[src/rtl/alu_sequencer.sv]
// -----------------------------------------------------------------------------
// alu_sequencer
//
// Purpose:
//   Sequences one instruction-style request at a time through an external
//   combinational ALU. A request is decoded and registered on accept (IDLE).
//   During a single EXEC cycle the registered operands and opcode drive the ALU.
//   The ALU result and flags are captured at the end of EXEC. The response is
//   then held in DONE until the consumer takes it. Branch requests are
//   evaluated as a SUB, and taken/not-taken is derived from the captured flags.
//
// Ports:
//   clk, rst_n             clock, asynchronous active-low reset
//   in_valid / in_ready    request handshake (in_ready high only in IDLE)
//   funct3, funct7_5,      operation select
//   is_imm, is_branch
//   rs1, rs2, imm          operands
//   alu_a, alu_b,          operands and opcode presented to the ALU
//   alu_opcode
//   alu_result, alu_status ALU result and {N,Z,C,V} flags
//   out_valid / out_ready  response handshake
//   out_result, out_flags, response payload
//   branch_taken, illegal
//   op_count               count of completed responses (wraps at 16 bits)
// -----------------------------------------------------------------------------
module alu_sequencer #(
    parameter int C_WIDTH = 8
) (
    input  logic               clk,
    input  logic               rst_n,
    input  logic               in_valid,
    output logic               in_ready,
    input  logic [2:0]         funct3,
    input  logic               funct7_5,
    input  logic               is_imm,
    input  logic               is_branch,
    input  logic [C_WIDTH-1:0] rs1,
    input  logic [C_WIDTH-1:0] rs2,
    input  logic [C_WIDTH-1:0] imm,
    output logic [C_WIDTH-1:0] alu_a,
    output logic [C_WIDTH-1:0] alu_b,
    output logic [3:0]         alu_opcode,
    input  logic [C_WIDTH-1:0] alu_result,
    input  logic [3:0]         alu_status,
    output logic               out_valid,
    input  logic               out_ready,
    output logic [C_WIDTH-1:0] out_result,
    output logic [3:0]         out_flags,
    output logic               branch_taken,
    output logic               illegal,
    output logic [15:0]        op_count
);

    localparam int SHAMT_W = $clog2(C_WIDTH);
    localparam logic [C_WIDTH-1:0] SHAMT_MASK = C_WIDTH'((2 ** SHAMT_W) - 1);

    localparam logic [3:0] OP_ADD  = 4'b0000;
    localparam logic [3:0] OP_SUB  = 4'b0001;
    localparam logic [3:0] OP_AND  = 4'b0010;
    localparam logic [3:0] OP_OR   = 4'b0011;
    localparam logic [3:0] OP_XOR  = 4'b0100;
    localparam logic [3:0] OP_SLT  = 4'b0101;
    localparam logic [3:0] OP_SLTU = 4'b0111;
    localparam logic [3:0] OP_SLL  = 4'b1000;
    localparam logic [3:0] OP_SRL  = 4'b1001;
    localparam logic [3:0] OP_SRA  = 4'b1011;

    typedef enum logic [1:0] {
        S_IDLE = 2'd0,
        S_EXEC = 2'd1,
        S_DONE = 2'd2
    } state_t;

    state_t             state_q, state_d;
    logic [15:0]        cnt_q, cnt_d;
    logic [C_WIDTH-1:0] a_q;
    logic [C_WIDTH-1:0] b_q, b_d;
    logic [3:0]         opc_q, opc_d;
    logic [2:0]         f3_q;
    logic               br_q;
    logic [C_WIDTH-1:0] result_q;
    logic [3:0]         flags_q;
    logic               taken_q, taken_d;
    logic               illegal_q, illegal_d;
    logic               accept;

    assign accept = in_valid && (state_q == S_IDLE);

    // Request decode, evaluated on the live inputs and registered on accept.
    always_comb begin
        opc_d = OP_ADD;
        b_d   = rs2;
        if (is_branch) begin
            // Branches always compare rs1 against rs2, whatever is_imm says.
            opc_d = OP_SUB;
            b_d   = rs2;
        end else begin
            b_d = is_imm ? imm : rs2;
            case (funct3)
                3'b000: opc_d = (funct7_5 && !is_imm) ? OP_SUB : OP_ADD;
                3'b001: begin
                    opc_d = OP_SLL;
                    b_d   = b_d & SHAMT_MASK;
                end
                3'b010: opc_d = OP_SLT;
                3'b011: opc_d = OP_SLTU;
                3'b100: opc_d = OP_XOR;
                3'b101: begin
                    opc_d = funct7_5 ? OP_SRA : OP_SRL;
                    b_d   = b_d & SHAMT_MASK;
                end
                3'b110: opc_d = OP_OR;
                default: opc_d = OP_AND;
            endcase
        end
    end

    // Branch outcome from the flags being captured this cycle ({N,Z,C,V}).
    // C means "borrow" for SUB, so it flags rs1 < rs2 unsigned.
    always_comb begin
        taken_d   = 1'b0;
        illegal_d = 1'b0;
        if (br_q) begin
            case (f3_q)
                3'b000:  taken_d = alu_status[2];
                3'b001:  taken_d = !alu_status[2];
                3'b100:  taken_d = alu_status[3] ^ alu_status[0];
                3'b101:  taken_d = !(alu_status[3] ^ alu_status[0]);
                3'b110:  taken_d = alu_status[1];
                3'b111:  taken_d = !alu_status[1];
                default: illegal_d = 1'b1;
            endcase
        end
    end

    always_comb begin
        state_d = state_q;
        cnt_d   = cnt_q;
        case (state_q)
            S_IDLE: if (in_valid) state_d = S_EXEC;
            S_EXEC: state_d = S_DONE;
            S_DONE: begin
                if (out_ready) begin
                    state_d = S_IDLE;
                    cnt_d   = cnt_q + 16'd1;
                end
            end
            default: state_d = S_IDLE;
        endcase
    end

    always_ff @(posedge clk or negedge rst_n) begin
        if (!rst_n) begin
            state_q   <= S_IDLE;
            cnt_q     <= '0;
            a_q       <= '0;
            b_q       <= '0;
            opc_q     <= '0;
            f3_q      <= '0;
            br_q      <= 1'b0;
            result_q  <= '0;
            flags_q   <= '0;
            taken_q   <= 1'b0;
            illegal_q <= 1'b0;
        end else begin
            state_q <= state_d;
            cnt_q   <= cnt_d;
            if (accept) begin
                a_q   <= rs1;
                b_q   <= b_d;
                opc_q <= opc_d;
                f3_q  <= funct3;
                br_q  <= is_branch;
            end
            if (state_q == S_EXEC) begin
                result_q  <= alu_result;
                flags_q   <= alu_status;
                taken_q   <= taken_d;
                illegal_q <= illegal_d;
            end
        end
    end

    assign in_ready     = (state_q == S_IDLE);
    assign out_valid    = (state_q == S_DONE);
    assign alu_a        = a_q;
    assign alu_b        = b_q;
    assign alu_opcode   = opc_q;
    assign out_result   = result_q;
    assign out_flags    = flags_q;
    assign branch_taken = taken_q;
    assign illegal      = illegal_q;
    assign op_count     = cnt_q;

endmodule

[config.mk]
export PLATFORM = sky130hd
export DESIGN_NAME = alu_sequencer
export DESIGN_NICKNAME = d
export VERILOG_FILES = /design/src/rtl/alu_sequencer.sv
export SDC_FILE = /design/constraint.sdc
export NUM_CORES = 1
export LEC_CHECK = 0
export BUFFER_PORTS_ARGS = -buffer_cell sky130_fd_sc_hd__buf_2
export CAP_MARGIN = 15
export CORE_MARGIN = 5
export CORE_UTILIZATION = 35
export DETAILED_ROUTE_END_ITERATION = 7
export HOLD_SLACK_MARGIN = 0.02
export SLEW_MARGIN = 20
export SYNTH_ARGS = -nofsm -noshare
export SYNTH_HDL_FRONTEND = slang
export SYNTH_SLANG_ARGS = --single-unit
[constraint.sdc]
create_clock -name clk -period 1.4 [get_ports clk]
set_input_delay 0.14 -clock clk [delete_from_list [all_inputs] [get_ports clk]]
set_output_delay 0.14 -clock clk [all_outputs]
set_load 0.01 [all_outputs]
# Word level (Yosys, flattened, before mapping)
# Index checks and enable logic that the tools add are counted.
# word_totals
reg_bits	56
inputBits	46
output_inout_bits	52
wordCells	55
mem_bits_rw	0
rom_bits	0
memories	0
latchBits	0
# classes
eq_ne	15
n_mul	0
n_div	0
add_sub_neg	1
bitwise	1
reduce_logical	13
n_mux	14
shifts	0
n_lt_le_gt_ge	0
# ops
cell	n
one-hot mux 4 bit (7 select lines)	1
2-to-1 mux 8 bit	3
equality test 3 bit (second input constant)	7
adder 16 x 1 -> 16 bit (second input constant)	1
equality test 3 x 1 -> 1 bit (second input constant)	2
equality test 3 x 2 -> 1 bit (second input constant)	2
logical NOT 3 bit	2
2-to-1 mux 2 bit	3
one-hot mux 1 bit (6 select lines)	1
one-hot mux 2 bit (3 select lines)	1
OR reduction 6 bit	1
logical NOT 1 bit	4
2-to-1 mux 1 bit	4
2-to-1 mux 4 bit	1
AND reduction 2 bit	2
equality test 2 x 1 -> 1 bit (second input constant)	1
equality test 2 bit (second input constant)	1
logical AND 1 bit	2
logical NOT 2 bit	1
inequality test 2 x 1 -> 1 bit (second input constant)	1
inequality test 2 bit (second input constant)	1
OR reduction 2 bit	1
bitwise XOR 1 bit	1

# Depth between registers and ports, before layout
# Gate-level depths: netlist of run 1.
# depth
depth_word	5
depth_mapped	6
depth_no_buf	5

# Worst setup path after synthesis of run 1
# OpenSTA, ideal clock, no wires.
# synth_path
kind	register to register
from	register state_q[1]
to	register opc_q[3] (netlist: alu_opcode[3])
stages_incl_launch_ff	6
n_path_buf	0
arrival_time_ns	1.180
required_time_ns	1.281
path_slack_ns	0.101
synth_period_minus_slack_ns	1.299
setup_time_ns	0.119
cell_sequence	dfrtp_1 > nor2_1 > nand2_2 > inv_2 > o21ai_1 > o21a_1
# synth_via
elab_chain_cells	2
# synth_lines
item	line_no	rtl
start, declared	74	state_t state_q, state_d;
start signal, assigned	166	state_q <= state_d;
logical NOT 2 bit	n/a	
named net in_ready	32	output logic in_ready,
logical AND 1 bit	87	assign accept = in_valid && (state_q == S_IDLE);
end signal, assigned	171	opc_q <= opc_d;
end, declared	78	logic [3:0] opc_q, opc_d;
# The timed path passes the listed nets, and every way through them passes these cells.
# A chain may end at the register's enable or synchronous reset.

# Worst setup path in the final report of run 1
# layout_path
from	register state_q[0]
to	register cnt_q[8] (netlist: op_count[8])
# layout_via
elab_chain_cells	2
# layout_lines
item	line_no	rtl
equality test 2 bit	139	case (state_q)
AND reduction 2 bit (no source line)	n/a	
end signal, assigned	167	cnt_q <= cnt_d;
end, declared	75	logic [15:0] cnt_q, cnt_d;
# No other way between the ends.

==> impl_metrics.csv, run 1 <==
group,metric,value,unit
status,status,"completed",
synth,synth-edff-count,0,
synth,synth_top_family_by_area,"simple AND/OR/NAND/NOR gates",
synth,yosysMostFrequentCell,"dfrtp_1",
die,ios,98,
timing,period_minus_slack,1330,ps
power_and_ir_drop,seqPwrFrac,45.5,%
detailed_routing,post-route-drc-count,0,
detailed_routing,viasPerCell,4.71,
global_routing,antenna_found_initial,0,
detailed_routing,topRoutingLayerUsed,"met4",
worst_setup_path,required,1610,ps
place,place.gp.congestion,0.782,
synth,synthCells,213,
detailed_routing,met2_wirelength,2.49,mm
place,port_buffers,97,
detailed_routing,final_antenna_net_count,0,
synth,synth_area_leaders,"dfrtp_1 59%, nand2_1 8.0%, xnor2_1 5.5%",
power_and_ir_drop,intPower,3.67,mW
detailed_routing,drt-total-wl,5.42,mm
die,start_util,35.6,%
die,rows,30,
synth,synth_fa_ha_area_share,0.523,%
place,post-place-ws,40.2,ps
die,dieArea,0.00859,mm²
die,die_w,92.7,µm
power_and_ir_drop,pwr-share-comb,39.3,%
timing,rsz0062_at_grt,"true",
global_routing,grt_max_degree,57,
power_and_ir_drop,p_sw,2.08,mW
synth,synth-xor-area-share,6.22,%
synth,synth_top_area_share,58.5,%
timing,setup_viol,0,
power_and_ir_drop,power.share.clock,15.3,%
hold_path,min_path_type,"in -> reg",
detailed_routing,m1WireLength,2.45,mm
synth,synth_area,0.00239,mm²
timing,tns,0,ps
flow_run,cap_violations,0,
synth,yosys.area_share.simple,16.4,%
die,coreArea,0.00672,mm²
layout,insertedDiodeCount,0,
synth,synth_fp_nets,260,
cts,cts_tree,"built",
layout,instances_no_fill,413,
power_and_ir_drop,powerDensity,1770,mW/mm²
synth,yosysSeqAreaShare,58.5,%
synth,ys_warn_count,0,
global_routing,track_usage,13.3,%
synth,async_flop_share,100,%
detailed_routing,firstDrtPassIters,4,
detailed_routing,wl_met3,411,µm
global_routing,grt_overflow_total,0,
cts,clkTransAtPathRegs,100,ps
die,floorplan.die.height,92.7,µm
hold_path,min_delay_path_depth,2,
worst_setup_path,crit_path_start_kind,"register",
worst_setup_path,reg2reg_depth,4,
timing,finalHoldViolations,0,
timing,fin_skew,12.0,ps
place,hpwl,4.00,mm
detailed_routing,route.detailed.wl_per_inst,13.1,µm
place,dp.cells,394,
synth,yosysUniqueCellTypes,39,
timing,setup_ws,73.8,ps
timing,max-slew-margin-rel,79.4,%
worst_setup_path,reg2reg_setup_slack,70,ps
timing,fmax,0.754,GHz
power_and_ir_drop,swShare,36.1,%
worst_setup_path,timing.rr.end,"op_count[8]",
synth,synth_top_area_cell,"dfrtp_1",
timing,slew_violations,0,
layout,fillers,649,
cts,cts_made_buffers,5,
layout,final_nets,379,
cts,cts_root_buffer,"clkbuf_8",
power_and_ir_drop,fin_total_pwr,5.75,mW
cts,cts_sinks,56,
synth,synth-compound-area-share,7.16,%
synth,synth_commonest_cells,"56 x dfrtp_1, 51 x nand2_1, 15 x xnor2_1",
power_and_ir_drop,p_leak,1.69,nW
layout,synthToLayoutAreaGrowth,35.5,%
synth,ys_ff_latch,56,
worst_setup_path,end_kind,"register",
layout,drive_gt1_share,39.6,%
global_routing,grt_pass1_wl,9.32,mm
hold_path,hold_start,"alu_result[6]",
timing,tightest_slew,309,ps
cts,clockBufferDepth,2,
synth,synth-main-ff-cell,"dfrtp_1",
worst_setup_path,r2r_start,"state_q[0]",
detailed_routing,dr.first_iter.drc_count,60,
power_and_ir_drop,max-vdd-ir-drop,0.000735,V
worst_setup_path,setup.worst_path.class,"reg -> reg",
cts,h-tree-depth,2,
worst_setup_path,path_max_fanout,5,
cts,clkLatencyLatePin,310,ps
detailed_routing,vias,1945,
timing,min_period_over_period,94.7,%
hold_path,min_to,"out_result[6]",
global_routing,grt_pass1_vias,2012,
synth,avgSynthCellArea,11.2,µm²
worst_setup_path,cp.arrival,1530,ps
synth,synthMuxAreaShare,8.99,%
layout,fin_util,48.3,%
-- layer usage --
layer,vias up,track usage (%)
met1,916,17.2
met3,6,4.22
li1,959,-
met2,64,21.7
met4,0,3.66
met5,-,0
-- per-stage QoR --
stage,hold WS [ps],instance area (µm²)
6_report,39.7,3240
5_1_grt,30.1,3240
4_1_cts,25.5,3220
3_5_place_dp,172,3050
3_3_place_gp,167,3050
2_1_floorplan,-156,2390
-- layout make-up --
cell class                      count  area, µm²  area share [%]
Inverter                            5       18.8           0.579
Multi-Input combinational cell    146        943            29.1
Clock buffer                        6       72.6            2.24
Timing Repair Buffer              118        691            21.3
Clock inverter                      2       16.3           0.502
Sequential cell                    56       1400            43.2
Tap cell                           80        100            3.09
-- cells by family (layout without fill, tap and decap cells) --
group | Yosys count | after routing
flops | 56 | 56
compound gates | 27 | 27
buf+inv | 11 | 131
fa+ha+maj | 1 | 1
xor+xnor | 17 | 17
mux | 20 | 20
simple gates | 81 | 81
-- worst max-delay path by stage --
stage                          endpoint  startpoint  cells after the start
final                       op_count[8]  state_q[0]                      4
after global routing       op_count[12]  state_q[0]                      4
after CTS                   op_count[7]  state_q[0]                      4
after detailed placement    op_count[7]  state_q[0]                      4
after global placement      op_count[7]  state_q[0]                      4
after floorplan           alu_opcode[3]  state_q[1]                      5
-- placed cells by master (no fill, tap or decap), drive strengths merged --
master,Yosys,routed
o2bb2ai,1,1
a21o,1,1
nor2b,2,2
clkinv,0,1
dlygate4sd3,0,9
and4,2,2
nand3,6,6
mux2i,8,8
a21oi,1,1
a222oi,1,1
nand2b,3,3
xor2,2,2
o21bai,1,1
xnor2,15,15
a22oi,1,1
o21ai,14,14
o2111ai,1,1
and2,1,1
clkbuf,2,6
nor3,1,1
inv,5,5
nand3b,1,1
ha,1,1
o31ai,3,3
nor2,4,4
o41ai,1,1
o21a,2,2
nor3b,2,2
and4b,1,1
nand4,3,3
clkinvlp,0,1
and3,3,3
nand2,52,52
buf,4,109
mux2,12,12
dfrtp,56,56
-- worst max-delay path: stages (launching register included) --
cell and delay (ps):
dfrtp_1 410, and4b_2 310, and4_4 240, nand4_1 130, xnor2_1 140
-- power groups by stage --
stage               Sequential (mW)  Clock (mW)  Combinational (mW)
floorplan                      2.90           0               0.977
global placement               2.63           0                2.25
detailed placement             2.65           0                2.29
CTS                            2.62       0.939                2.30
global route                   2.72       0.996                2.52
finish                         2.62       0.878                2.26
-- sequential cells by signal, indices dropped and copies added (netlist names) --
signal and flops:
op_count 16, alu_a 8, alu_b 8, out_result 8
alu_opcode 4, out_flags 4, f3_q 3, state_q 2
br_q 1, branch_taken 1, illegal 1
-- timing repair --
| action | 4_1_cts | 5_1_grt |
|---|---|---|
| buffers inserted | 0 | 2 |
| endpoints found under the hold margin | 64 | 0 |
| endpoints found under the setup margin | 0 | 7 |
| hold buffers | 9 | 0 |
| resized for setup | 0 | 1 |
No activity file was read; power rests on OpenSTA's default activity.
==> run 2: changes to the inputs <==
--- a/config.mk
+++ b/config.mk
@@ -5,6 +5,7 @@
 export SDC_FILE = /design/constraint.sdc
 export NUM_CORES = 1
 export LEC_CHECK = 0
+export ABC_AREA = 1
 export BUFFER_PORTS_ARGS = -buffer_cell sky130_fd_sc_hd__buf_2
 export CAP_MARGIN = 15
 export CORE_MARGIN = 5
==> run 2 against run 1 <==
Sequential power is essentially flat. First-iteration DRC count shrank 1.7%. Synthesized cell count grew 54%. Clock skew shrank 5.6 ps. Hold slack lost 9.0 ps. Wire length grew 22%. Critical path type is now reg -> out.
==> impl_metrics.csv, run 2 <==
group,metric,value,unit
layout,fin_util,48.8,%
timing,finalHoldViolations,0,
worst_setup_path,end_kind,"output pin",
synth,async_flop_share,100,%
timing,fin_skew,6.39,ps
global_routing,antenna_found_initial,0,
die,start_util,36.3,%
die,die_w,97.2,µm
cts,cts_tree,"built",
power_and_ir_drop,p_leak,1.96,nW
timing,setup_viol,0,
cts,h-tree-depth,2,
worst_setup_path,crit_path_start_kind,"register",
timing,tightest_slew,328,ps
synth,synth_top_area_cell,"dfrtp_1",
detailed_routing,viasPerCell,4.46,
place,post-place-ws,88.8,ps
layout,largest_reg_flops,16,
worst_setup_path,path_max_fanout,3,
detailed_routing,final_antenna_net_count,0,
status,status,"completed",
timing,fmax,0.753,GHz
place,hpwl,4.94,mm
timing,max-slew-margin-rel,78.1,%
power_and_ir_drop,powerDensity,1720,mW/mm²
timing,slew_violations,0,
worst_setup_path,required,1260,ps
layout,synthToLayoutAreaGrowth,34.5,%
detailed_routing,route.detailed.wl_per_inst,12.0,µm
timing,period_minus_slack,1330,ps
synth,yosysMostFrequentCell,"nand2_1",
synth,yosysUniqueCellTypes,27,
die,coreArea,0.00733,mm²
layout,insertedDiodeCount,0,
layout,layout_commonest_cell,"nand2_1",
synth,synth_area_leaders,"dfrtp_1 53%, nand2_1 20%, nor2_1 4.0%",
die,rows,31,
global_routing,grt_overflow_total,0,
worst_setup_path,startpoint,"state_q[1]",
place,port_buffers,97,
synth,synth_commonest_cells,"144 x nand2_1, 56 x dfrtp_1, 28 x nor2_1",
cts,clkLatencyLatePin,310,ps
flow_run,cap_violations,0,
synth,yosysSeqAreaShare,52.7,%
worst_setup_path,r2r_start,"state_q[0]",
die,dieArea,0.00944,mm²
global_routing,grt_pass1_wl,11.3,mm
cts,clockBufferDepth,2,
die,ios,98,
power_and_ir_drop,max-vdd-ir-drop,0.000644,V
worst_setup_path,setup.worst_path.class,"reg -> out",
cts,clkTransAtPathRegs,100,ps
layout,mostFrequentLayoutCells,"143 x nand2_1, 97 x buf_2, 54 x dfrtp_1, 26 x inv_1, 26 x nor2_1",
worst_setup_path,cp.arrival,1190,ps
synth,synthCells,327,
detailed_routing,vias,2448,
synth,synth_area,0.00266,mm²
synth,ys_ff_latch,56,
die,floorplan.die.height,97.2,µm
cts,cts_made_buffers,5,
synth,synth_fp_nets,374,
detailed_routing,drt-total-wl,6.60,mm
detailed_routing,post-route-drc-count,0,
hold_path,hold_start,"alu_result[1]",
timing,min_period_over_period,94.8,%
synth,avgSynthCellArea,8.13,µm²
detailed_routing,firstDrtPassIters,4,
synth,ys_warn_count,0,
detailed_routing,dr.first_iter.drc_count,59,
place,place.gp.congestion,0.832,
cts,cts_sinks,56,
global_routing,track_usage,14.4,%
global_routing,grt_pass1_vias,2422,
hold_path,min_path_type,"in -> reg",
worst_setup_path,reg2reg_depth,6,
layout,drive_gt1_share,30.7,%
timing,setup_ws,72.8,ps
synth,synth-edff-count,0,
global_routing,grt_max_degree,57,
layout,final_nets,496,
synth,synth-main-ff-cell,"dfrtp_1",
synth,synth_top_area_share,52.7,%
hold_path,min_delay_path_depth,3,
cts,cts_root_buffer,"clkbuf_8",
[run 2: changes by cell type after synthesis, sizes merged, moves of 7 or more]
cell	change
a21oi	+10
inv	+24
mux2	-7
mux2i	-8
nand2	+95
nor2	+28
xnor2	-11
[run 2: worst max-delay path, stage by stage (launching register included)]
cell and delay (ps):
dfrtp_1 430, inv_1 70, nor2_1 200, buf_2 180
[run 2: per-stage QoR]
stage	setup TNS, ps	power [mW]	cell area (µm²)	hold slack [ps]	instances
4_1_cts	0	6.22	3530	20.7	545
5_1_grt	-3.86	6.71	3580	20.4	549
3_5_place_dp	0	5.09	3300	168	525
6_report	0	6.17	3580	30.8	549
3_3_place_gp	0	5.06	3300	169	525
2_1_floorplan	0	4.02	2660	-156	327
[run 2: final timing paths]
check / to / slack, ps
worst max register to register: op_count[8] / 110
worst min register to register: alu_a[0] / 480
worst max-delay path: out_valid / 70
max in group asynchronous: op_count[10] / 780
worst min-delay path: out_result[1] / 30
min in group asynchronous: out_result[3] / 350
[run 2: area by class of cell]
type,instances,area (µm²)
fillers,701,3750
flip-flops and latches,56,1400
multi-input cells,237,1120
repair buffers,120,703
well taps,99,124
inverters,29,109
clock buffers,6,72.6
clock inverters,2,38.8
[run 2: what timing repair did]
| action | in CTS | in global routing |
|---|---|---|
| endpoints found under the hold margin | 67 | 1 |
| endpoints found under the setup margin | 0 | 7 |
| gates resized for setup | 0 | 6 |
| hold buffers | 12 | 1 |
| buffers inserted | 0 | 3 |
[run 2: cell families (layout without fill, tap and decap cells)]
| logic type | count (synthesis) | count (layout) | share of synthesized area, % |
|---|---|---|---|
| DFF | 56 | 56 | 52.7 |
| buffers and inverters | 34 | 157 | 5.27 |
| adders and majority gates | 1 | 1 | 0.471 |
| and+or+nand+nor | 193 | 193 | 30.3 |
| muxes | 5 | 5 | 2.12 |
| AOI/OAI and AO/OA | 30 | 30 | 6.49 |
| xor gates and xnor gates | 8 | 8 | 2.64 |
[run 2: power by group]
| part | leakage [nW] | switching (mW) | internal, mW |
|---|---|---|---|
| clock network | 0.0558 | 0.539 | 0.542 |
| logic | 1.20 | 1.45 | 0.992 |
| registers | 0.703 | 0.409 | 2.24 |
| total | 1.96 | 2.40 | 3.77 |
[run 2: metal layers]
metal,GRT usage [%],share of wire (%)
met4,4.75,1.9
met3,5.60,9.6
met5,0,0
met2,22.2,43
met1,18.6,45
==> run 3: changes to the inputs <==
--- a/config.mk
+++ b/config.mk
@@ -6,12 +6,11 @@
 export NUM_CORES = 1
 export LEC_CHECK = 0
 export ABC_AREA = 1
-export BUFFER_PORTS_ARGS = -buffer_cell sky130_fd_sc_hd__buf_2
+export BUFFER_PORTS_ARGS = -buffer_cell sky130_fd_sc_hd__clkbuf_2
 export CAP_MARGIN = 15
 export CORE_MARGIN = 5
 export CORE_UTILIZATION = 35
 export DETAILED_ROUTE_END_ITERATION = 7
-export HOLD_SLACK_MARGIN = 0.02
 export SLEW_MARGIN = 20
 export SYNTH_ARGS = -nofsm -noshare
 export SYNTH_HDL_FRONTEND = slang
==> constraint.sdc (replaced) <==
create_clock -name clk -period 1.6 [get_ports clk]
set_input_delay 0.16 -clock clk [delete_from_list [all_inputs] [get_ports clk]]
set_output_delay 0.16 -clock clk [all_outputs]
set_load 0.01 [all_outputs]
==> run 3 against run 2 <==
Sequential share of layout area rose by 2.3 points. First-iteration DRC count rose by 34%. Cell count fell by 3.5%. Hold slack improved by 16 ps. Sequential power fell by 11%. Register-to-register slack improved by 140 ps. Setup slack improved by 180 ps. Flip-flop and latch count did not move. Global-route usage fell by 0.59 points. Highest routed layer unchanged. Critical path depth rose by 3.
==> impl_metrics.csv, run 3 (synthesis results as in run 2) <==
group,metric,value,unit
timing,min_period_over_period,84.4,%
worst_setup_path,crit_path_start_kind,"register",
worst_setup_path,required,1790,ps
cts,post_cts.repair.setup_buffers,0,
timing,rsz0062_at_grt,"false",
place,port_buffers,97,
cts,cts_root_buffer,"clkbuf_8",
layout,synthToLayoutAreaGrowth,26.8,%
worst_setup_path,setup.worst_path.class,"reg -> reg",
timing,period_minus_slack,1350,ps
global_routing,grt_max_degree,57,
cts,cts_tree,"built",
timing,fin_hold_ws,46.8,ps
detailed_routing,route.detailed.wl_per_inst,12.1,µm
layout,final_nets,477,
power_and_ir_drop,p_sw,2.04,mW
timing,fin_skew,9.33,ps
global_routing,antenna_found_initial,0,
global_routing,grt_pass1_vias,2377,
cts,cts_resized,0,
timing,fmax,0.740,GHz
cts,cts_made_buffers,5,
worst_setup_path,cp.arrival,1540,ps
detailed_routing,viasPerCell,4.48,
power_and_ir_drop,p_leak,1.86,nW
detailed_routing,final_antenna_net_count,0,
power_and_ir_drop,power.share.clock,15.5,%
timing,tns,0,ps
timing,slew_violations,0,
power_and_ir_drop,intPower,3.09,mW
hold_path,min_path_type,"in -> reg",
cts,cts_sinks,56,
place,hpwl,4.91,mm
detailed_routing,vias,2377,
worst_setup_path,end_kind,"register",
status,status,"completed",
die,dieArea,0.00944,mm²
place,place.gp.congestion,0.765,
detailed_routing,firstDrtPassIters,4,
power_and_ir_drop,swShare,39.8,%
global_routing,grt_overflow_total,0,
cts,clockBufferDepth,2,
cts,h-tree-depth,2,
timing,tightest_slew,332,ps
die,die_w,97.2,µm
layout,drive_gt1_share,29.0,%
cts,clkTransAtPathRegs,100,ps
cts,hold_buffers,1,
die,floorplan.die.height,97.2,µm
detailed_routing,dr.first_iter.drc_count,79,
timing,finalHoldViolations,0,
power_and_ir_drop,seqPwrFrac,45.8,%
flow_run,cap_violations,0,
layout,layout_commonest_cell,"nand2_1",
timing,setup_viol,0,
layout,insertedDiodeCount,0,
worst_setup_path,path_max_fanout,21,
die,rows,31,
global_routing,grt_pass1_wl,11.0,mm
cts,clkLatencyLatePin,300,ps
power_and_ir_drop,pwr-share-comb,38.7,%
timing,max-slew-margin-rel,77.8,%
power_and_ir_drop,max-vdd-ir-drop,0.000706,V
detailed_routing,post-route-drc-count,0,
layout,largest_reg_flops,16,
power_and_ir_drop,powerDensity,1520,mW/mm²
die,coreArea,0.00733,mm²
detailed_routing,drt-total-wl,6.39,mm
global_routing,track_usage,13.8,%
die,ios,98,
die,start_util,36.3,%
layout,mostFrequentLayoutCells,"144 x nand2_1, 97 x clkbuf_2, 56 x dfrtp_1, 28 x nor2_1, 26 x inv_1",
run 3: metal layers:
layer | GRT usage, % | routed length (µm) | vias to the layer above
li1 | - | - | 1217
met1 | 17.7 | 2920 | 1072
met2 | 22.2 | 2840 | 80
met3 | 4.52 | 556 | 8
met4 | 4.21 | 69 | 0
met5 | 0 | 0 | -
run 3: power by group through the flow:
stage	Combinational (mW)	Clock, mW	Sequential [mW]
finish	1.99	0.797	2.35
global route	2.27	0.879	2.44
CTS	2.04	0.828	2.36
detailed placement	2.04	0	2.37
global placement	2.01	0	2.37
floorplan	0.967	0	2.55
run 3: area by class of cell:
class | instances | area (µm²)
Timing Repair Buffer | 101 | 531
Sequential cell | 56 | 1400
Inverter | 29 | 109
Fill cell | 734 | 3960
Multi-Input combinational cell | 237 | 1120
Clock buffer | 8 | 90.1
Tap cell | 99 | 124
run 3: worst paths after layout:
| kind | endpoint | start | depth (start not counted) | slack, ps |
|---|---|---|---|---|
| hold / removal | alu_a[4] | rs1[4] | 3 | 50 |
| setup / recovery | alu_opcode[0] | state_q[1] | 6 | 250 |
| min in group asynchronous | out_result[3] | rst_n | 3 | 380 |
| max in group asynchronous | alu_b[3] | rst_n | 3 | 950 |
| setup reg to reg | alu_opcode[0] | state_q[1] | 6 | 250 |
| hold reg to reg | alu_b[3] | alu_b[3] | 2 | 490 |
run 3: critical path, cell delays in order, from the launching register on:
cell and delay, ps:
dfrtp_1 430, nor2_2 180, nand2_4 190, nor2_2 150, inv_1 70, a21oi_1 140, a21oi_1 80
run 3: through the flow:
step	utilization (%)	area (µm²)	power (mW)	instances	setup WS, ps
2_1_floorplan	-	2660	3.51	327	292
3_3_place_gp	44.6	3270	4.37	521	293
3_5_place_dp	44.6	3270	4.41	521	249
4_1_cts	46.0	3370	5.23	530	234
5_1_grt	46.0	3370	5.58	530	119
6_report	46.0	3370	5.14	530	250
